**config.mk**
```make
export PLATFORM = sky130hd
export DESIGN_NAME = instr_mem_sync
export DESIGN_NICKNAME = d
export VERILOG_FILES = /design/src/rtl/instr_mem_sync.sv
export SDC_FILE = /design/constraint.sdc
export NUM_CORES = 2
export LEC_CHECK = 0
export CAP_MARGIN = 20
export CELL_PAD_IN_SITES_DETAIL_PLACEMENT = 1
export CELL_PAD_IN_SITES_GLOBAL_PLACEMENT = 1
export CORE_MARGIN = 3
export CORE_UTILIZATION = 45
export CTS_CLUSTER_SIZE = 30
export DETAILED_ROUTE_END_ITERATION = 8
export DONT_BUFFER_PORTS = 1
export GPL_ROUTABILITY_DRIVEN = 0
export GPL_TIMING_DRIVEN = 0
export PLACE_DENSITY_LB_ADDON = 0.1
export RECOVER_POWER = 50
export SYNTH_ARGS = -nofsm -noshare
export SYNTH_HDL_FRONTEND = slang
export SYNTH_SLANG_ARGS = --single-unit
```
**constraint.sdc**
```tcl
create_clock -name clk -period 3.8 [get_ports clk]
set_input_delay 0.76 -clock clk [delete_from_list [all_inputs] [get_ports clk]]
set_output_delay 0.76 -clock clk [all_outputs]
set_load 0.005 [all_outputs]
```
**src/rtl/instr_mem_sync.sv**
```systemverilog
// Synchronous instruction memory. Registered fetch path with a stall hold,
// a program-load port, and alignment/range error flagging.
module instr_mem_sync #(
   parameter int                    DATA_WIDTH = 32,
   parameter int                    ADD_WIDTH  = 32,
   parameter int                    DEPTH      = 128,
   parameter logic [DATA_WIDTH-1:0] NOP_WORD   = '0
) (
   input  logic                  clk,
   input  logic                  rst_n,
   input  logic                  load_en,
   input  logic [ADD_WIDTH-1:0]  load_addr,
   input  logic [DATA_WIDTH-1:0] load_data,
   input  logic                  req,
   input  logic [ADD_WIDTH-1:0]  pc_in,
   input  logic                  stall,
   output logic [DATA_WIDTH-1:0] ins_out,
   output logic                  ins_valid,
   output logic                  addr_err,
   output logic                  busy
);

   localparam int IDXW = ADD_WIDTH - 2;
   localparam int AW   = (DEPTH > 1) ? $clog2(DEPTH) : 1;
   localparam logic [IDXW-1:0] DEPTH_IDX = IDXW'(DEPTH);

   typedef enum logic {RUN, LOAD} state_t;

   state_t                r_state;
   logic [DATA_WIDTH-1:0] r_mem [DEPTH];
   logic [DATA_WIDTH-1:0] r_ins;
   logic                  r_valid;
   logic                  r_err;

   logic [IDXW-1:0] w_ld_idx;
   logic [IDXW-1:0] w_pc_idx;
   logic            w_ld_ok;
   logic            w_pc_ok;
   logic            w_accept;

   // Range check uses the full word index so that high address bits and
   // non-power-of-two depths both flag as out of range.
   assign w_ld_idx = load_addr[ADD_WIDTH-1:2];
   assign w_pc_idx = pc_in[ADD_WIDTH-1:2];
   assign w_ld_ok  = (load_addr[1:0] == 2'b00) && (w_ld_idx < DEPTH_IDX);
   assign w_pc_ok  = (pc_in[1:0] == 2'b00) && (w_pc_idx < DEPTH_IDX);
   assign w_accept = req && !stall && !load_en && (r_state == RUN);

   // Memory is not reset; program contents survive a core reset.
   always_ff @(posedge clk) begin
      if (load_en && w_ld_ok)
         r_mem[w_ld_idx[AW-1:0]] <= load_data;
   end

   always_ff @(posedge clk or negedge rst_n) begin
      if (!rst_n) begin
         r_state <= RUN;
         r_ins   <= NOP_WORD;
         r_valid <= 1'b0;
         r_err   <= 1'b0;
      end else begin
         r_state <= load_en ? LOAD : RUN;
         if (!stall) begin
            if (w_accept) begin
               r_ins   <= w_pc_ok ? r_mem[w_pc_idx[AW-1:0]] : NOP_WORD;
               r_valid <= 1'b1;
               r_err   <= !w_pc_ok;
            end else begin
               r_ins   <= NOP_WORD;
               r_valid <= 1'b0;
               r_err   <= 1'b0;
            end
         end
      end
   end

   assign ins_out   = r_ins;
   assign ins_valid = r_valid;
   assign addr_err  = r_err;
   assign busy      = (r_state == LOAD);

endmodule

```
Word level (Yosys, flattened, before mapping)

Memories as Yosys holds them, arrays and structs flattened.
Index checks and enable logic that the tools add are counted.

Flip-flop bits (word level): 35
Latch bits: 0
Memory bits (writable): 4096
Memory bits (read-only): 0
Bits of input ports: 101
Memories: 1

Memories:

| memory | depth | width | rd ports | clocked after memory_dff | wr ports | line | source |
|---|---|---|---|---|---|---|---|
| r_mem  | 128   | 32    | 1        | 0                        | 1        | 30   | `logic [DATA_WIDTH-1:0] r_mem [DEPTH];` |

Add/sub/neg operators: 0
Multipliers: 0
Divide/modulo/power cells: 0
$lt $le $gt $ge: 2
Eq/ne operators: 0
Shift operators: 0
Multiplexer cells: 7
Bitwise logic cells: 1
Reduce and logical (&&, ||, !) cells: 11

Operators with widths:

| kind                | count |
|---|---|
| $mux 32             | 2 |
| $lt 30x8->1 const B | 2 |
| $logic_and 1x1->1   | 6 |
| $mux 1              | 5 |
| $logic_not 2->1     | 2 |
| $logic_not 1->1     | 3 |
| $not 1->1           | 1 |

Logic depth before layout (Yosys ltp)

Depth in word-level cells: 5
Depth in mapped cells: 11

Least setup slack after synthesis

No wires, ideal clock.

Kind: input port to flip-flop
Start: input load_addr[1]
End: memory r_mem[127][0] (enable)
Arrival: 3.351 ns
Required time: 3.379 ns
Path slack: 0.027 ns
Stages: 6
Buffers on the path: 1
Cell sequence: nor4b_1 -> nand4_1 -> nor3_1 -> nand3_1 -> clkbuf_1 -> nor2_1

Word-level cells in the longest chain between the ends: 5

Ends and longest elaborated chain:

| what                         | line | source |
|---|---|---|
| start: declaration           | 12   | `input logic [ADD_WIDTH-1:0] load_addr,` |
| $logic_not 2->1              | 45   | `assign w_ld_ok = (load_addr[1:0] == 2'b00) && (w_ld_idx < DEPTH_IDX);` |
| $logic_and 1x1->1            | 45   |  |
| $logic_and 1x1->1            | 51   | `if (load_en && w_ld_ok)` |
| $mux 1                       | 51   |  |
| $mux 1 (not written as such) | 52   | `r_mem[w_ld_idx[AW-1:0]] <= load_data;` |
| end: declaration             | 30   |  |

Every way passes these cells.

Final worst setup path

Start: input pc_in[3]
End: register r_ins[0] (netlist: ins_out[0])

Word-level cells in the longest chain between the ends: 4
Elaborated cells between the ends (all ways): 5
Those cells by class: 1 x order compare; 2 x mux; 1 x reduce/logical; 1 x memory

Ends and longest elaborated chain:

| what                   | line | source |
|---|---|---|
| start: declaration     | 15   | `input logic [ADD_WIDTH-1:0] pc_in,` |
| $lt 30x8->1            | 46   | `assign w_pc_ok = (pc_in[1:0] == 2'b00) && (w_pc_idx < DEPTH_IDX);` |
| $logic_and 1x1->1      | 46   |  |
| $mux 32 *              | 65   | `r_ins <= w_pc_ok ? r_mem[w_pc_idx[AW-1:0]] : NOP_WORD;` |
| $mux 32 *              | 64   | `if (w_accept) begin` |
| end signal: assignment | 65   |  |
| end: declaration       | 31   | `logic [DATA_WIDTH-1:0] r_ins;` |

Mark *: on every way between the ends. The rest lies on a longest branch, timed or not.
A chain may end at the register's enable or synchronous reset.

==> flow_summary_export.csv <==
group,metric,value,unit
run_status,status,"complete, but fails checks",
run_status,violations,"negative hold slack, max-capacitance violations, max-slew violations, negative setup slack",
route,viasPerCell,6.14,
synth,syn_nets,7621,
route,ant_nets,0,
cts,clock_latency,0.99,ns
synth,synth_warnings,0,
cts,cts_root_buffer,"clkbuf_16",
floorplanning,die_w,601,um
setup_path,required,4.62,ns
placement,place_hpwl,315,mm
global_route,grt_pass1_wl,698,mm
setup_path,crit_type,"input port to flip-flop",
cts,cts_made_buffers,439,
timing,holdWs,-0.00283,ns
route,drc_errors,0,
synth,synth_area,159000,sq um
floorplanning,core_area,351000,sq um
worst_hold_path,hold_class,"input port to flip-flop",
timing,max_slew_margin,-1.87,
setup_path,start_kind,"input port",
layout,post-route-util,0.527,
cts,cts_tree,"done",
cts,htree_levels,5,
synth,ys_ff_latch,4131,
setup_path,cp_slowest_cell,"buf_2",
layout,fillers,30600,
layout,final_common_cell,"edfxtp_1",
timing,slew_viol_final,4045,
timing,rsz0062_at_grt,"yes",
layout,fin_cells,13300,
route,dr.pass1.iters,5,
synth,yosysSeqAreaShare,0.778,
timing,setup_slack,-0.117,ns
setup_path,crit_arrival,4.74,ns
setup_path,crit_buf_inv,4,
global_route,grt_max_degree,129,
timing,timing.setup.tns,-0.506,ns
route,drt-total-wl,513,mm
power,power_density,530,nW/um^2
layout,final_cell_mix,"edfxtp_1 (4096), mux2i_1 (974), mux4_2 (632)",
layout,syn_to_final_growth,16.0,%
global_route,grt_overflow_total,0,
floorplanning,io_pins,136,
cts,clk_pin_slew,0.06,ns
synth,synth_edf_count,4096,
placement,place_inst,12400,
layout,layout-drive-gt1-share,0.230,
timing,worst_pin_slew,4.30,ns
timing,period_minus_slack,3.92,ns
power,leakagePower,59.8,nW
setup_path,cp_cell_sequence,"buf_4 > and2_1 > buf_2 > buf_4 > clkbuf_1 > a22oi_1 > a31oi_1 > a31oi_1 > nor3_1 > o41ai_2",
synth,synth.avg_cell_area,21.2,sq um
cts,numClockSinks,4131,
timing,hold_viol_final,4,
job,maxCapViolations,56,
floorplanning,die_y,601,um
setup_path,cp_slowest_stage_delay,0.67,ns
synth,yosys_most_used_dff,"edfxtp_1",
setup_path,crit_path_end_kind,"flip-flop",
layout,layout.area.seq,124000,sq um
global_route,first_global_vias,83200,
timing,setup_viol,25,
synth,async_flop_share,0.00847,
setup_path,cp_max_fo,11,
route,drtIter0Drc,11800,
timing,finClkSkew,0.0446,ns
power,peakVddDrop,0.000469,V
synth,syn_inst,7520,
setup_path,critPathTopFamily,"buffers and inverters",
timing,fmax,255,MHz
timing,fin_crit_sh,1.03,
floorplanning,dieArea,361000,sq um
cts,cts_buffer_depth,4,
global_route,track_usage,0.280,
power,power.total,98.0,mW
layout,multi_input_area,33800,sq um
placement,dp_slack,-1.66,ns
floorplanning,rows,217,
route,wl_per_cell,38.4,um
synth,synth_cell_types,42,
route,via_count,81900,
layout,layout.nets,8340,
placement,io_buffer_count,0,
floorplanning,initial_core_util,0.454,
global_route,antenna_found_initial,48,
[through the flow]
stage	hold slack, ns	area (sq um)
floorplan	0.464	159000
global placement	0.466	165000
detailed placement	0.466	169000
CTS	0.000400	186000
global route	-0.0813	185000
finish	-0.00283	185000
[layer usage]
metal  share of wire  track usage
met4           0.045       0.0962
met1            0.40        0.393
met2            0.47        0.454
met5        0.000027            0
met3           0.079       0.0365
[synthesized netlist by cell type (3+ instances only)]
cell type	n	area share
nand3b_1	3	0.00014
buf_2	118	0.0037
a21oi_1	94	0.0030
nor2b_1	43	0.0017
dfrtp_1	35	0.0055
mux2i_1	974	0.061
o221ai_1	31	0.0017
mux2_2	62	0.0044
nand2_1	52	0.0012
a31oi_1	95	0.0037
o41ai_2	30	0.0031
nand2b_1	3	0.00012
buf_6	47	0.0033
and3_1	33	0.0013
nand3_1	142	0.0045
clkbuf_1	180	0.0042
a22oi_1	390	0.018
a211oi_1	32	0.0015
o22ai_1	95	0.0037
mux4_2	632	0.089
buf_4	74	0.0035
nor3_1	34	0.0011
buf_8	3	0.00028
nor4_1	10	0.00039
edfxtp_1	4096	0.77
nor2_1	136	0.0032
buf_1	23	0.00054
o21a_1	31	0.0015
o21ai_0	3	0.000094
nand4_1	4	0.00016
[area by class of cell]
class,count,area share
inverter,1,0.0000203
buffer,446,0.0137
sequential,4131,0.671
clock inverter,273,0.0147
tap,4708,0.0319
timing repair buffer,278,0.0234
antenna,24,0.000325
clock buffer,534,0.0622
multi-input combinational,2942,0.183
[final timing paths]
kind	start	end	slack (ns)	cells after the start
hold / removal	load_data[7]	r_mem[115][7]	-0.003	0
setup / recovery	pc_in[3]	ins_out[0]	-0.12	10
setup reg to reg	r_mem[86][20]	ins_out[20]	0.90	6
max in group asynchronous	rst_n	ins_out[11]	0.82	2
hold reg to reg	addr_err	addr_err	0.51	2
min in group asynchronous	rst_n	ins_valid	1.25	2
[registers in the layout, summed over array words and instances, names as in the netlist]
signal	flops
r_mem	4096
ins_out	32
addr_err	1
busy	1
ins_valid	1
[what timing repair did]
item | in CTS | in global routing
hold endpoints to repair | 3468 | 0
setup buffers | 37 | 16
gates cloned | 0 | 0
pin swaps | 14 | 9
endpoints found under the setup margin | 2281 | 128
hold buffers | 66 | 0
gates resized for setup | 11 | 4
[cell families (layout without fill, tap and decap cells)]
group                  Yosys count  after routing  synth area share
DFF                           4131           4131             0.778
buffers and inverters          447           1532            0.0157
other                            0             24                 0
and+or+nand+nor                467            467            0.0141
AOI/OAI and AO/OA              807            807            0.0370
muxes                         1668           1668             0.155
[where the power goes]
group	internal (mW)	switching, mW	total, mW	leakage, nW
clock network	24.8	17.8	42.7	6.94
logic	1.46	3.61	5.08	15.5
registers	50.2	0.00139	50.2	37.3
total	76.5	21.4	98.0	59.8
Note: power is estimated with default switching activity, not from simulation.
